$ cat config.mk
export PLATFORM = sky130hd
export DESIGN_NAME = voice_gain_mixer
export DESIGN_NICKNAME = d
export VERILOG_FILES = /design/src/rtl/voice_gain_mixer.sv
export SDC_FILE = /design/constraint.sdc
export NUM_CORES = 2
export LEC_CHECK = 0
export ABC_AREA = 1
export BUFFER_PORTS_ARGS = -buffer_cell sky130_fd_sc_hd__buf_2
export CORE_MARGIN = 5
export CORE_UTILIZATION = 51
export DETAILED_ROUTE_END_ITERATION = 7
export GPL_TIMING_DRIVEN = 0
export PLACE_DENSITY = 0.7
export SLEW_MARGIN = 0
export SYNTH_ARGS = -nofsm -noshare
export SYNTH_HDL_FRONTEND = slang
export SYNTH_SLANG_ARGS = --single-unit
$ cat constraint.sdc
create_clock -name clk -period 19.96 [get_ports clk]
set_clock_uncertainty 0.1 [all_clocks]
set_input_delay 1.996 -clock clk [delete_from_list [all_inputs] [get_ports clk]]
set_output_delay 1.996 -clock clk [all_outputs]
set_load 0.01 [all_outputs]
$ cat src/rtl/voice_gain_mixer.sv
// Multi-voice mixer: sequential per-voice gain MAC through one multiplier,
// enable masking, headroom shift and saturation of the final mix.
module voice_gain_mixer #(
  parameter int DATA_WIDTH = 32,
  parameter int NUM_VOICES = 8,
  parameter int GAIN_WIDTH = 16,
  parameter int MIX_SHIFT  = 3
) (
  input  logic                             clk,
  input  logic                             rst,
  input  logic [DATA_WIDTH*NUM_VOICES-1:0] voice_in_flat,
  input  logic [GAIN_WIDTH*NUM_VOICES-1:0] gain_in_flat,
  input  logic [NUM_VOICES-1:0]            voice_enable,
  input  logic                             data_in_valid,
  output logic [DATA_WIDTH-1:0]            mixed_out,
  output logic                             data_out_valid,
  output logic                             busy,
  output logic                             overrun,
  input  logic                             overrun_clr
);

  localparam int IDX_W  = (NUM_VOICES > 1) ? $clog2(NUM_VOICES) : 1;
  localparam int PROD_W = DATA_WIDTH + GAIN_WIDTH + 1;
  localparam int ACC_W  = PROD_W + $clog2(NUM_VOICES);
  localparam int SHIFT  = GAIN_WIDTH - 1 + MIX_SHIFT;

  localparam logic signed [ACC_W-1:0] SAT_MAX =
    {{(ACC_W-DATA_WIDTH+1){1'b0}}, {(DATA_WIDTH-1){1'b1}}};
  localparam logic signed [ACC_W-1:0] SAT_MIN =
    {{(ACC_W-DATA_WIDTH+1){1'b1}}, {(DATA_WIDTH-1){1'b0}}};

  typedef enum logic [1:0] {
    IDLE  = 2'd0,
    ACCUM = 2'd1,
    DONE  = 2'd2
  } state_t;

  state_t                           state_q, state_d;
  logic [DATA_WIDTH*NUM_VOICES-1:0] voice_q, voice_d;
  logic [GAIN_WIDTH*NUM_VOICES-1:0] gain_q, gain_d;
  logic [NUM_VOICES-1:0]            enable_q, enable_d;
  logic [IDX_W-1:0]                 idx_q, idx_d;
  logic signed [ACC_W-1:0]          acc_q, acc_d;
  logic [DATA_WIDTH-1:0]            mixed_out_q, mixed_out_d;
  logic                             data_out_valid_q, data_out_valid_d;
  logic                             busy_q, busy_d;
  logic                             overrun_q, overrun_d;

  logic [DATA_WIDTH-1:0]            voice_sel_s;
  logic [GAIN_WIDTH-1:0]            gain_sel_s;
  logic signed [PROD_W-1:0]         prod_s;
  logic signed [ACC_W-1:0]          shifted_s;

  function automatic logic [DATA_WIDTH-1:0] sat(input logic signed [ACC_W-1:0] v);
    logic [DATA_WIDTH-1:0] r;
    if (v > SAT_MAX) begin
      r = {1'b0, {(DATA_WIDTH-1){1'b1}}};
    end else if (v < SAT_MIN) begin
      r = {1'b1, {(DATA_WIDTH-1){1'b0}}};
    end else begin
      r = v[DATA_WIDTH-1:0];
    end
    return r;
  endfunction

  // Gain is zero-extended so full-scale unsigned gains stay positive.
  assign voice_sel_s = voice_q[idx_q*DATA_WIDTH +: DATA_WIDTH];
  assign gain_sel_s  = gain_q[idx_q*GAIN_WIDTH +: GAIN_WIDTH];
  assign prod_s      = PROD_W'($signed(voice_sel_s)) * PROD_W'($signed({1'b0, gain_sel_s}));
  assign shifted_s   = acc_q >>> SHIFT;

  always_comb begin
    state_d          = state_q;
    voice_d          = voice_q;
    gain_d           = gain_q;
    enable_d         = enable_q;
    idx_d            = idx_q;
    acc_d            = acc_q;
    mixed_out_d      = mixed_out_q;
    data_out_valid_d = 1'b0;
    overrun_d        = overrun_q;

    case (state_q)
      IDLE: begin
        if (data_in_valid) begin
          voice_d  = voice_in_flat;
          gain_d   = gain_in_flat;
          enable_d = voice_enable;
          acc_d    = '0;
          idx_d    = '0;
          state_d  = ACCUM;
        end
      end
      ACCUM: begin
        if (enable_q[idx_q]) begin
          acc_d = acc_q + ACC_W'(prod_s);
        end
        idx_d = idx_q + IDX_W'(1);
        if (idx_q == IDX_W'(NUM_VOICES - 1)) begin
          state_d = DONE;
        end
      end
      DONE: begin
        mixed_out_d      = sat(shifted_s);
        data_out_valid_d = 1'b1;
        state_d          = IDLE;
      end
      default: begin
        state_d = IDLE;
      end
    endcase

    // A new drop outranks a same-cycle clear.
    if (data_in_valid && (state_q != IDLE)) begin
      overrun_d = 1'b1;
    end else if (overrun_clr) begin
      overrun_d = 1'b0;
    end

    busy_d = (state_d != IDLE);
  end

  always_ff @(posedge clk or posedge rst) begin
    if (rst) begin
      state_q          <= IDLE;
      voice_q          <= '0;
      gain_q           <= '0;
      enable_q         <= '0;
      idx_q            <= '0;
      acc_q            <= '0;
      mixed_out_q      <= '0;
      data_out_valid_q <= 1'b0;
      busy_q           <= 1'b0;
      overrun_q        <= 1'b0;
    end else begin
      state_q          <= state_d;
      voice_q          <= voice_d;
      gain_q           <= gain_d;
      enable_q         <= enable_d;
      idx_q            <= idx_d;
      acc_q            <= acc_d;
      mixed_out_q      <= mixed_out_d;
      data_out_valid_q <= data_out_valid_d;
      busy_q           <= busy_d;
      overrun_q        <= overrun_d;
    end
  end

  assign mixed_out      = mixed_out_q;
  assign data_out_valid = data_out_valid_q;
  assign busy           = busy_q;
  assign overrun        = overrun_q;

endmodule

==> flow_metrics.env <==
export IMPL_synth_flop_cell="dfrtp_1"
export IMPL_path_clk_slew_ns=0.07
export IMPL_ant_nets=0
export IMPL_worstReg2RegEnd="acc_q[39]$_DFFE_PP0P_"
export IMPL_synth_seq_cells=484
export IMPL_drc=0
export IMPL_grt_max_degree=116
export IMPL_wl_met3_um=17800
export IMPL_critPathArrivalTime_ns=9.19
export IMPL_root_buffer="clkbuf_16"
export IMPL_dr_wl_met2_um=75400
export IMPL_synth_area_um2=43600
export IMPL_area_delta_synth_final_pct=12.8
export IMPL_drive_gt1_share_pct=11.8
export IMPL_die_w_um=302
export IMPL_clkSinkCount=484
export IMPL_grt_first_pass_wirelength_um=249000
export IMPL_synth_top_area_share_pct=27.8
export IMPL_crit_path_end_kind="register"
export IMPL_relSlewSlack_pct=18.2
export IMPL_startpoint_type="register"
export IMPL_grt_antenna_before_repair=1
export IMPL_final_nets=7263
export IMPL_drv_cap=0
export IMPL_synth_edf_count=0
export IMPL_drtIter0Drc=4389
export IMPL_wl_um=166000
export IMPL_final_util_pct=57.9
export IMPL_yosys_warnings=0
export IMPL_route_layer_met1_wl_um=63600
export IMPL_gp_congestion=1.01
export IMPL_portBuffers=430
export IMPL_die_area_um2=91400
export IMPL_hpwl_um=136000
export IMPL_synthTopCellsByCount="1911 x nand2_1, 1086 x inv_1, 565 x fa_1"
export IMPL_synth_async_reset_ratio_pct=100
export IMPL_hp_class="reg2reg"
export IMPL_num_vias=39900
export IMPL_drv_slew=0
export IMPL_critPathKind="reg2reg"
export IMPL_synth_top_area_cell="dfrtp_1"
export IMPL_crit_fanout=18
export IMPL_fmax_mhz=114
export IMPL_r2r_slack_ns=11.16
export IMPL_cts_hold_buf=0
export IMPL_core_um2=85000
export IMPL_wl_per_cell_um=22.6
export IMPL_maxUsedRoutingLayer="met4"
export IMPL_setup_viol=0
export IMPL_final_area_um2=49200
export IMPL_post_cts_buffers=0
export IMPL_worst_pin_slew_ns=1.22
export IMPL_final_cell_count_no_fill=7367
export IMPL_cts_resized=0
export IMPL_crit_start="idx_q[1]$_DFFE_PP0P_"
export IMPL_ys_seq_area_share_pct=27.8
export IMPL_synth_distinct_cells=39
export IMPL_r2r_start="idx_q[1]$_DFFE_PP0P_"
export IMPL_syn_avg_cell_area_um2=7.67
export IMPL_rsz0062_at_grt="no"
export IMPL_grt_usage_pct=36.7
export IMPL_worstHoldPathCells=2
export IMPL_outcome="finished clean"
export IMPL_reg2reg_depth=27
export IMPL_hold_violations=0
export IMPL_placed_cell_area_um2=47300
export IMPL_grt_ovfl_total=0
export IMPL_required_ns=20.35
export IMPL_dpl_cell_count=7265
export IMPL_fp_row_count=107
export IMPL_worstSkewPairLatency_ns=0.67
export IMPL_start_util_pct=51.3
export IMPL_fin_crit_sh_pct=44.1
export IMPL_vias_per_cell=5.42
export IMPL_io_pins=431
export IMPL_yosysMostFrequentCell="nand2_1"
export IMPL_cts_htree_levels=2
export IMPL_clk_path_buf_depth=3
export IMPL_die_y_um=302
export IMPL_cts_buffers=54
export IMPL_cts_tree="done"
export IMPL_syn_inst=5687
export IMPL_synth_fp_nets=6773
export IMPL_drt_pass1_iter_count=8
export IMPL_synth_area_leaders="dfrtp_1 28%, fa_1 26%, nand2_1 16%, inv_1 9.4%, nor2_1 4.5%"
export IMPL_period_needed_ns=8.80
export IMPL_grt_pass1_vias=40900
export IMPL_endpoint="acc_q[39]$_DFFE_PP0P_"
## flip-flops by register name, summed over array words and instances (netlist names)
signal and cells:
data_out_valid 1, gain_q 128, voice_q 256, busy 1, mixed_out 32, overrun 1, acc_q 52, state_q 2
idx_q 3, enable_q 8
## kinds of logic (layout without fill, tap and decap cells)
group / count (synthesis) / after routing / share of synthesized area [%]
buf+inv: 1360 / 1894 / 12.7
other cells: 0 / 2 / 0
simple gates: 2563 / 2563 / 22.6
fa+ha+maj: 690 / 690 / 29.5
mux: 1 / 1 / 0.0258
flops: 484 / 484 / 27.8
compound gates: 585 / 585 / 7.27
xor+xnor: 4 / 4 / 0.0804
## metal layers
metal,vias to the layer above,track usage [%]
met5,-,0
met3,446,8.63
met1,19400,48.3
met4,0,16.6
met2,2300,58.4
li1,17700,-
## worst max-delay path: stages, from the launching register on
cell and delay, ns:
dfrtp_1 0.36, buf_4 0.16, buf_6 0.17, buf_4 0.24
clkbuf_1 0.43, o21ai_0 0.24, o32ai_1 0.18, nand2_1 0.15
o21ai_4 0.31, nand2_1 0.94, fa_1 0.87, inv_1 0.07
fa_1 0.54, fa_1 0.45, fa_1 0.55, inv_1 0.05
fa_1 0.48, inv_1 0.04, ha_1 0.44, nand2_1 0.17
nor2_1 0.23, nand2_1 0.10, nor3_1 0.54, nand3_1 0.38
nand3_1 0.19, nand2_1 0.06, nand3_1 0.09, nand2_1 0.06
## through the flow
step | hold WS, ns | setup slack (ns) | setup TNS (ns)
global placement | 0.355 | -1.52 | -663.02
detailed placement | 0.359 | 11.36 | 0
floorplan | 0.344 | 4.36 | 0
CTS | 0.377 | 11.30 | 0
global route | 0.389 | 10.99 | 0
finish | 0.374 | 11.16 | 0
## layout make-up
class / instances / area [µm²]
tap: 1144 / 1430
clock inverter: 35 / 409
buffer: 244 / 1330
timing repair buffer: 434 / 2260
multi-input combinational: 3843 / 26000
sequential: 484 / 12100
clock buffer: 65 / 1480
antenna: 2 / 5.00
fill: 8080 / 35800
inverter: 1116 / 4200
## layout by cell type, fill, tap and decap left out, types with 29 or more instances in the layout
master	n
dfrtp_1	484
buf_4	32
clkbuf_1	110
clkbuf_16	54
fa_1	565
nor2_1	520
ha_1	125
inv_1	1085
nand2_2	33
a21oi_1	114
nand3_1	57
o32ai_1	29
nand2_1	1911
buf_2	503
o21ai_0	381
## how the worst min path moves through the flow
stage,end,slack [ns],start
global route,gain_q[101]$_DFFE_PP0P_,0.39,gain_q[101]$_DFFE_PP0P_
CTS,gain_q[37]$_DFFE_PP0P_,0.38,gain_q[37]$_DFFE_PP0P_
floorplan,enable_q[1]$_DFFE_PP0P_,0.34,enable_q[1]$_DFFE_PP0P_
finish,voice_q[214]$_DFFE_PP0P_,0.37,voice_q[214]$_DFFE_PP0P_
detailed placement,gain_q[109]$_DFFE_PP0P_,0.36,gain_q[109]$_DFFE_PP0P_
global placement,voice_q[221]$_DFFE_PP0P_,0.36,voice_q[221]$_DFFE_PP0P_
Power is not shown: default switching activity piles up to over one toggle a cycle in this logic, so the estimate is an artifact.
